## src/rtl/alu_nibble_seq.sv

```systemverilog
// Nibble-serial sequencer for a 4-bit combinational ALU: accepts a wide request,
// steps the ALU one nibble per cycle (LSN first) and returns the assembled result.
module alu_nibble_seq #(
  parameter int NIBBLES = 4
) (
  input  logic                 clk,
  input  logic                 rst_n,
  input  logic                 req_valid,
  output logic                 req_ready,
  input  logic [2:0]           req_cmd,
  input  logic [4*NIBBLES-1:0] req_a,
  input  logic [4*NIBBLES-1:0] req_b,
  input  logic                 req_cin,
  output logic [3:0]           alu_a,
  output logic [3:0]           alu_b,
  output logic [3:0]           alu_op,
  output logic                 alu_cin,
  input  logic [3:0]           alu_res,
  input  logic                 alu_cout,
  input  logic                 alu_of,
  output logic                 res_valid,
  input  logic                 res_ready,
  output logic [4*NIBBLES-1:0] result,
  output logic                 res_cout,
  output logic                 res_ovf,
  output logic                 res_zero
);

  localparam int W  = 4 * NIBBLES;
  localparam int IW = (NIBBLES > 1) ? $clog2(NIBBLES) : 1;

  typedef enum logic [1:0] {IDLE, RUN, DONE} state_t;
  typedef enum logic [2:0] {
    CMD_ADDC, CMD_ADD, CMD_SUB, CMD_AND, CMD_NOR, CMD_XNOR, CMD_NOT, CMD_LSR
  } cmd_t;

  state_t          state_q, state_d;
  cmd_t            cmd_q;
  logic [W-1:0]    a_q, b_q;
  logic            carry_q;
  logic [IW-1:0]   idx_q;
  logic [W-1:0]    result_q;
  logic            cout_q, ovf_q, zero_q;

  logic            accept;
  logic            last_nib;
  logic [3:0]      a_nib, b_nib;
  logic [W-1:0]    a_shr;
  logic [3:0]      res_nib;
  logic [W-1:0]    result_wr;
  logic            carry_init;

  assign accept   = (state_q == IDLE) && req_valid;
  assign last_nib = (idx_q == IW'(NIBBLES - 1));
  assign a_nib    = a_q[{idx_q, 2'b00} +: 4];
  assign b_nib    = b_q[{idx_q, 2'b00} +: 4];
  // Bit 4*idx+3 of A>>1 is A[4*idx+4], and the top bit is already 0.
  assign a_shr    = a_q >> 1;

  always_comb begin
    // NOTE: every combinational output gets a default first so no path can infer a latch.
    state_d   = state_q;
    req_ready = 1'b0;
    res_valid = 1'b0;
    alu_a     = 4'h0;
    alu_b     = 4'h0;
    alu_op    = 4'b0000;
    alu_cin   = 1'b0;
    unique case (state_q)
      IDLE: begin
        req_ready = 1'b1;
        if (req_valid) state_d = RUN;
      end
      RUN: begin
        alu_a = a_nib;
        unique case (cmd_q)
          CMD_ADDC, CMD_ADD: begin alu_op = 4'b0001; alu_b = b_nib;  alu_cin = carry_q; end
          CMD_SUB:           begin alu_op = 4'b0001; alu_b = ~b_nib; alu_cin = carry_q; end
          CMD_AND:           begin alu_op = 4'b0100; alu_b = b_nib; end
          CMD_NOR:           begin alu_op = 4'b0101; alu_b = b_nib; end
          CMD_XNOR:          begin alu_op = 4'b0110; alu_b = b_nib; end
          CMD_NOT:           alu_op = 4'b0111;
          CMD_LSR:           alu_op = 4'b1000;
          default:           alu_op = 4'b0000;
        endcase
        if (last_nib) state_d = DONE;
      end
      DONE: begin
        res_valid = 1'b1;
        if (res_ready) state_d = IDLE;
      end
      default: state_d = IDLE;
    endcase
  end

  always_comb begin
    res_nib = alu_res;
    if (cmd_q == CMD_LSR) res_nib[3] = a_shr[{idx_q, 2'b11}];
    result_wr = result_q;
    result_wr[{idx_q, 2'b00} +: 4] = res_nib;
  end

  always_comb begin
    unique case (cmd_t'(req_cmd))
      CMD_ADDC: carry_init = req_cin;
      CMD_SUB:  carry_init = 1'b1;
      default:  carry_init = 1'b0;
    endcase
  end

  // NOTE: sequential state is assigned with <= so every flop samples pre-edge values.
  always_ff @(posedge clk or negedge rst_n) begin
    if (!rst_n) state_q <= IDLE;
    else        state_q <= state_d;
  end

  // NOTE: operand/command latches carry no reset; they are only read in RUN, after a load.
  always_ff @(posedge clk) begin
    if (accept) begin
      cmd_q <= cmd_t'(req_cmd);
      a_q   <= req_a;
      b_q   <= req_b;
    end
  end

  always_ff @(posedge clk or negedge rst_n) begin
    if (!rst_n) begin
      carry_q  <= 1'b0;
      idx_q    <= '0;
      result_q <= '0;
      cout_q   <= 1'b0;
      ovf_q    <= 1'b0;
      zero_q   <= 1'b0;
    end else if (accept) begin
      carry_q <= carry_init;
      idx_q   <= '0;
    end else if (state_q == RUN) begin
      result_q <= result_wr;
      carry_q  <= alu_cout;
      idx_q    <= last_nib ? '0 : idx_q + 1'b1;
      if (last_nib) begin
        cout_q <= (cmd_q <= CMD_SUB) ? alu_cout : 1'b0;
        ovf_q  <= (cmd_q <= CMD_SUB) ? alu_of   : 1'b0;
        zero_q <= (result_wr == '0);
      end
    end
  end

  assign result   = result_q;
  assign res_cout = cout_q;
  assign res_ovf  = ovf_q;
  assign res_zero = zero_q;

endmodule

```

## config.mk

```make
export PLATFORM = sky130hd
export DESIGN_NAME = alu_nibble_seq
export DESIGN_NICKNAME = d
export VERILOG_FILES = /design/src/rtl/alu_nibble_seq.sv
export SDC_FILE = /design/constraint.sdc
export NUM_CORES = 1
export LEC_CHECK = 0
export CAP_MARGIN = 10
export CELL_PAD_IN_SITES_DETAIL_PLACEMENT = 0
export CELL_PAD_IN_SITES_GLOBAL_PLACEMENT = 2
export CORE_MARGIN = 3
export CORE_UTILIZATION = 33
export DETAILED_ROUTE_END_ITERATION = 8
export PLACE_DENSITY = 0.82
export REMOVE_ABC_BUFFERS = 1
export SLEW_MARGIN = 20
export SYNTH_ARGS = -nofsm -noshare
export SYNTH_HDL_FRONTEND = slang
export SYNTH_SLANG_ARGS = --single-unit
```

## constraint.sdc

```tcl
create_clock -name clk -period 6.4 [get_ports clk]
set_input_delay 0.96 -clock clk [delete_from_list [all_inputs] [get_ports clk]]
set_output_delay 0.96 -clock clk [all_outputs]
set_load 0.02 [all_outputs]
```

==> impl_metrics.env, run 1 <==
export IMPL_combPwrFrac_pct=44.8
export IMPL_synth_top_family_by_area="simple AND/OR/NAND/NOR gates"
export IMPL_synth_fa_ha_area_share_pct=2.75
export IMPL_antenna_found_initial=0
export IMPL_synthTopCellsByCount="edfxtp_1, dfrtp_1, nand2_1, nor2_1, a22o_1"
export IMPL_wirelength_mm=6.22
export IMPL_grt_max_degree=29
export IMPL_cp_max_fo=28
export IMPL_num_rows=32
export IMPL_hold_start="res_cout$_DFFE_PN0P_"
export IMPL_htree_levels=3
export IMPL_synth_edf_count=35
export IMPL_hold_viol_final=0
export IMPL_yosysMostFrequentCell="edfxtp_1"
export IMPL_worstHoldEndpoint="res_cout$_DFFE_PN0P_"
export IMPL_p_leak_nw=1.46
export IMPL_reg2reg_to="res_zero$_DFFE_PN0P_"
export IMPL_seqCellArea_sq_mm=0.00165
export IMPL_tightestPinTransition_ns=0.593
export IMPL_final_setup_tns_ns=0
export IMPL_hpwlAfterDp_mm=4.45
export IMPL_drc=0
export IMPL_worst_ep_arrival_time_ns=2.56
export IMPL_n_antenna_cell=0
export IMPL_core_area_sq_mm=0.00789
export IMPL_cts_resized=0
export IMPL_fmax_mhz=284
export IMPL_intPower_mw=1.23
export IMPL_synth_seq_area_share_pct=60.5
export IMPL_wl_per_cell_microns=16.1
export IMPL_num_vias=1895
export IMPL_synth_seq_cells=59
export IMPL_powerDensity_mw_per_mm2=495
export IMPL_synth_simple_gate_area_share_pct=12.6
export IMPL_switching_power_uw=676
export IMPL_fp_dieH_microns=97.0
export IMPL_p_seq_share_pct=31.7
export IMPL_synth_area_top_cells="edfxtp_1, dfrtp_1, mux4_2"
export IMPL_synth_compound_area_share_pct=11.8
export IMPL_cts_buffers_inserted=9
export IMPL_drt_pass1_iter_count=4
export IMPL_grt_ovfl_total=0
export IMPL_gp_congestion=0.806
export IMPL_initial_core_util_pct=34.6
export IMPL_synth_cell_types=49
export IMPL_cts_root_buf="clkbuf_8"
export IMPL_layout_drive_gt1_share_pct=10.9
export IMPL_synthMuxAreaShare_pct=7.97
export IMPL_utilization_pct=48.7
export IMPL_multi_input_area_sq_um=978
export IMPL_reg2reg_from="idx_q[1]$_DFFE_PN0P_"
export IMPL_cts_tree="built"
export IMPL_skew_ns=0.00701
export IMPL_synth_top_area_share_pct=38.5
export IMPL_start_kind="register"
export IMPL_grt_pass1_vias=2013
export IMPL_ys_async_sr_fraction_pct=40.7
export IMPL_ant_nets=0
export IMPL_cts_sinks=59
export IMPL_irDropWorstVdd_uv=191
export IMPL_cap_violations=0
export IMPL_crit_required_ns=5.44
export IMPL_die_x_microns=97.0
export IMPL_status="finished, final reports clean"
export IMPL_cts_path_max_buffers=2
export IMPL_rsz0062_at_grt="false"
export IMPL_yosysTopAreaCell="edfxtp_1"
export IMPL_port_buffers=79
export IMPL_finalNetCount=332
export IMPL_dieArea_sq_mm=0.00940
export IMPL_maxSlewHeadroom_pct=60.5
export IMPL_period_share_pct=55.0
export IMPL_clkPwrFrac_pct=23.4
export IMPL_syn_area_sq_mm=0.00273
export IMPL_viasPerCell=4.90
export IMPL_worstSkewPairLatency_ns=0.33
export IMPL_n_fill_cell=716
export IMPL_hold_depth=1
export IMPL_final_setup_viol_count=0
export IMPL_synthToLayoutAreaGrowth_pct=40.8
export IMPL_path_clk_slew_ns=0.07
export IMPL_critPathCaptureType="output port"
export IMPL_drt_iter0_drc=94
export IMPL_rrSetupSlack_ns=3.98
export IMPL_layout_min_cycle_time_ns=3.52
export IMPL_gr_usage_all_layers_pct=14.3
export IMPL_ys_flop_type="edfxtp_1"
export IMPL_worstSetupPathType="register to output port"
export IMPL_rr_worst_depth=6
export IMPL_slew_violations=0
export IMPL_hold_path_class="register to register"
export IMPL_ys_warnings_count=0
export IMPL_cts_setup_buffers=0
export IMPL_cts_hold_buf=0
export IMPL_netSwitchingFraction_pct=35.5
export IMPL_io_pins=80
export IMPL_avgSynthCellArea_sq_um=13.7
export IMPL_syn_instance_count=199
export IMPL_synth_xor_area_share_pct=0.641
export IMPL_grt_pass1_wl_mm=10.5
==> cells in the final DEF, fill, tap and decap left out, types with 3 or more instances in the layout <==
master | netlist | final
o21ai_0 | 3 | 3
inv_1 | 5 | 5
a22o_1 | 13 | 13
nand3b_1 | 3 | 3
mux4_2 | 7 | 7
a2bb2oi_1 | 4 | 4
ha_1 | 6 | 6
and2_1 | 3 | 3
o31ai_1 | 3 | 3
nand2b_1 | 4 | 4
edfxtp_1 | 35 | 35
nor2_1 | 14 | 14
nor4_1 | 6 | 6
clkbuf_8 | 0 | 9
bufinv_16 | 0 | 4
dfrtp_1 | 24 | 24
mux2i_1 | 6 | 6
clkdlybuf4s50_1 | 0 | 78
nand2_1 | 14 | 14
and3_1 | 3 | 3
o21ai_1 | 4 | 4
a211oi_1 | 3 | 3
==> worst max-delay path, cell delays in order (launching register included) <==
cell and delay (ns):
dfrtp_1 0.32, buf_4 0.33, mux4_2 0.58, mux2i_1 0.14
a2bb2oi_1 0.15, nor2_1 0.09, clkdlybuf4s50_1 0.62
==> sequential cells by signal, summed over array words and instances, names as in the netlist <==
register / count
carry_q: 1
cmd_q: 3
res_ovf: 1
state_q: 2
res_zero: 1
idx_q: 2
a_q: 16
b_q: 16
result: 16
res_cout: 1
==> power groups by stage <==
stage | clock network, mW | logic (mW) | registers, mW
after detailed placement | 0 | 0.862 | 0.612
after global placement | 0 | 0.860 | 0.611
final | 0.445 | 0.853 | 0.604
after CTS | 0.457 | 0.865 | 0.607
after global routing | 0.477 | 0.935 | 0.622
after floorplan | 0 | 0.450 | 0.674
==> layout make-up <==
| type | instances | share of cell area, % |
|---|---|---|
| clock buffers | 9 | 3.22 |
| repair buffers | 81 | 20.8 |
| clock inverters | 7 | 3.64 |
| inverters | 6 | 0.586 |
| multi-input cells | 123 | 25.4 |
| flip-flops and latches | 59 | 43.0 |
| well taps | 102 | 3.32 |
==> per-stage QoR <==
step           instances  power (mW)  hold slack (ns)  setup slack (ns)  area [sq um]
2_1_floorplan        188        1.12            0.471              3.41          2650
3_3_place_gp         371        1.47            0.493              3.23          3590
3_5_place_dp         371        1.47            0.493              3.22          3580
4_1_cts              387        1.93            0.516              2.83          3840
5_1_grt              387        2.03            0.524              2.72          3840
6_report             387        1.90            0.507              2.88          3840
==> kinds of logic (layout without fill, tap and decap cells) <==
kind of cell	Yosys count	after routing
AO/OA/AOI/OAI	41	41
XOR/XNOR	2	2
adder cells (fa/ha/maj)	6	6
buffers and inverters	17	103
flip-flops	59	59
multiplexers	13	13
AND/OR/NAND/NOR	61	61
==> how the worst max path moves through the flow <==
stage | from | cells past startpoint | endpoint
after global routing | idx_q[0]$_DFFE_PN0P_ | 6 | alu_b[3]
after CTS | idx_q[0]$_DFFE_PN0P_ | 6 | alu_b[3]
after floorplan | idx_q[0]$_DFFE_PN0P_ | 4 | alu_b[0]
after detailed placement | idx_q[0]$_DFFE_PN0P_ | 6 | alu_b[3]
after global placement | idx_q[0]$_DFFE_PN0P_ | 6 | alu_b[3]
final | idx_q[0]$_DFFE_PN0P_ | 6 | alu_b[3]
==> routing by layer <==
metal | up-vias | wire length [microns] | GRT usage (%)
met2 | 57 | 3000 | 21.5
met4 | 0 | 82 | 4.86
met3 | 8 | 385 | 5.26
met1 | 901 | 2760 | 18.9
met5 | - | 0 | 0
li1 | 929 | - | -
Note: power is estimated with default switching activity, not from simulation.
==> run 2, diff against run 1 <==
- CORE_UTILIZATION: 33 -> 31
- PLACE_DENSITY: 0.82 -> 0.77
- clock period: 6.4 -> 3.7 ns (I/O delays scaled with it)
==> impl_metrics.env, run 2 (same netlist as run 1, synthesis figures left out) <==
export IMPL_status="finished, final reports clean"
export IMPL_grt_pass1_vias=2076
export IMPL_n_fill_cell=779
export IMPL_wl_per_cell_microns=16.7
export IMPL_layout_min_cycle_time_ns=3.04
export IMPL_place_area_sq_mm=0.00360
export IMPL_port_buffers=79
export IMPL_path_clk_slew_ns=0.08
export IMPL_cap_violations=0
export IMPL_final_common_cell="clkdlybuf4s50_1"
export IMPL_grt_pass1_wl_mm=10.9
export IMPL_dp_slack_ns=0.994
export IMPL_num_rows=33
export IMPL_cts_buffers_inserted=9
export IMPL_ant_nets=0
export IMPL_hold_path_class="register to register"
export IMPL_final_setup_viol_count=0
export IMPL_p_leak_nw=1.43
export IMPL_n_antenna_cell=0
export IMPL_antenna_found_initial=0
export IMPL_rsz0062_at_grt="false"
export IMPL_grt_ovfl_total=0
export IMPL_cp_endpoint="alu_b[3]"
export IMPL_cp_max_fo=15
export IMPL_initial_core_util_pct=32.6
export IMPL_design_area_sq_mm=0.00378
export IMPL_irDropWorstVdd_uv=311
export IMPL_reg2reg_from="idx_q[0]$_DFFE_PN0P_"
export IMPL_cts_path_max_buffers=2
export IMPL_hold_ws_ns=0.513
export IMPL_period_share_pct=82.1
export IMPL_dp_cells=375
export IMPL_hold_viol_final=0
export IMPL_finalNetCount=333
export IMPL_worstSkewPairLatency_ns=0.34
export IMPL_slew_violations=0
export IMPL_grt_max_degree=31
export IMPL_cts_setup_buffers=0
export IMPL_layout_drive_gt1_share_pct=11.2
export IMPL_fmax_mhz=329
export IMPL_drt_iter0_drc=78
export IMPL_io_pins=80
export IMPL_crit_buf_inv=1
export IMPL_viasPerCell=4.99
export IMPL_final_cell_mix="clkdlybuf4s50_1, edfxtp_1, dfrtp_1"
export IMPL_cts_root_buf="clkbuf_8"
export IMPL_crit_cells=5
export IMPL_crit_start="idx_q[1]$_DFFE_PN0P_"
export IMPL_worst_ep_arrival_time_ns=2.48
export IMPL_powerDensity_mw_per_mm2=816
export IMPL_setup_ws_ns=0.664
export IMPL_cts_sinks=59
export IMPL_final_cell_count_no_fill=391
export IMPL_wirelength_mm=6.52
export IMPL_final_setup_tns_ns=0
export IMPL_dieArea_sq_mm=0.00997
export IMPL_cp_top_family="flip-flops"
export IMPL_worstSetupPathType="register to output port"
export IMPL_core_area_sq_mm=0.00838
export IMPL_critPathCaptureType="output port"
export IMPL_crit_path_top_delay_cell="dfrtp_1"
export IMPL_htree_levels=3
export IMPL_synthToLayoutAreaGrowth_pct=38.4
export IMPL_drt_pass1_iter_count=4
export IMPL_maxSlewHeadroom_pct=61.0
export IMPL_num_vias=1950
export IMPL_rr_worst_depth=7
export IMPL_gp_congestion=0.731
export IMPL_cts_tree="built"
export IMPL_skew_ns=0.0136
export IMPL_tightestPinTransition_ns=0.585
export IMPL_gr_usage_all_layers_pct=14.2
export IMPL_path_cells="mux4_2 > mux2i_1 > a2bb2oi_1 > nor2_1 > clkdlybuf4s50_1"
export IMPL_rrSetupSlack_ns=1.22
export IMPL_max_stage_delay_ns=0.72
export IMPL_die_x_microns=99.9
export IMPL_fp_dieH_microns=99.9
export IMPL_drc=0
export IMPL_reg2reg_to="res_zero$_DFFE_PN0P_"
export IMPL_crit_required_ns=3.14
export IMPL_start_kind="register"
export IMPL_cts_hold_buf=0
export IMPL_cts_resized=0
export IMPL_hpwlAfterDp_mm=4.60
## run 2: worst min-delay path by stage
stage	end	startpoint	cells after the start	slack, ns
after CTS	carry_q$_DFFE_PN0P_	carry_q$_DFFE_PN0P_	1	0.51
after detailed placement	carry_q$_DFFE_PN0P_	carry_q$_DFFE_PN0P_	1	0.49
after global routing	result[11]$_DFFE_PN0P_	result[11]$_DFFE_PN0P_	2	0.55
after floorplan	carry_q$_DFFE_PN0P_	rst_n	0	0.26
after global placement	carry_q$_DFFE_PN0P_	carry_q$_DFFE_PN0P_	1	0.49
final	carry_q$_DFFE_PN0P_	carry_q$_DFFE_PN0P_	1	0.51
## run 2: power by group
group / internal, mW / switching (mW) / total [mW]
clock: 0.253 / 0.295 / 0.548
combinational: 0.700 / 0.778 / 1.48
sequential: 0.908 / 0.148 / 1.06
total: 1.86 / 1.22 / 3.08
## run 2: layout make-up
type	instances	area (sq um)	share of cell area, %
Sequential cell	59	1650	43.7
Multi-Input combinational cell	123	978	25.9
Timing Repair Buffer	82	813	21.5
Tap cell	105	131	3.48
Clock buffer	9	124	3.28
Clock inverter	7	58.8	1.56
Inverter	6	22.5	0.596
## run 2: metrics by stage
step                utilization [%]  power, mW
global placement               42.9       2.55
global route                   45.1       3.30
finish                         45.1       3.08
CTS                            45.1       3.12
detailed placement             42.9       2.56
floorplan                         -       1.94
## run 2: layer usage
metal	vias to the layer above	wire length, microns	GRT usage, %
li1	934	-	-
met1	949	2990	19.7
met2	59	3120	21.7
met3	8	312	2.85
met4	0	102	5.78
met5	-	0	0
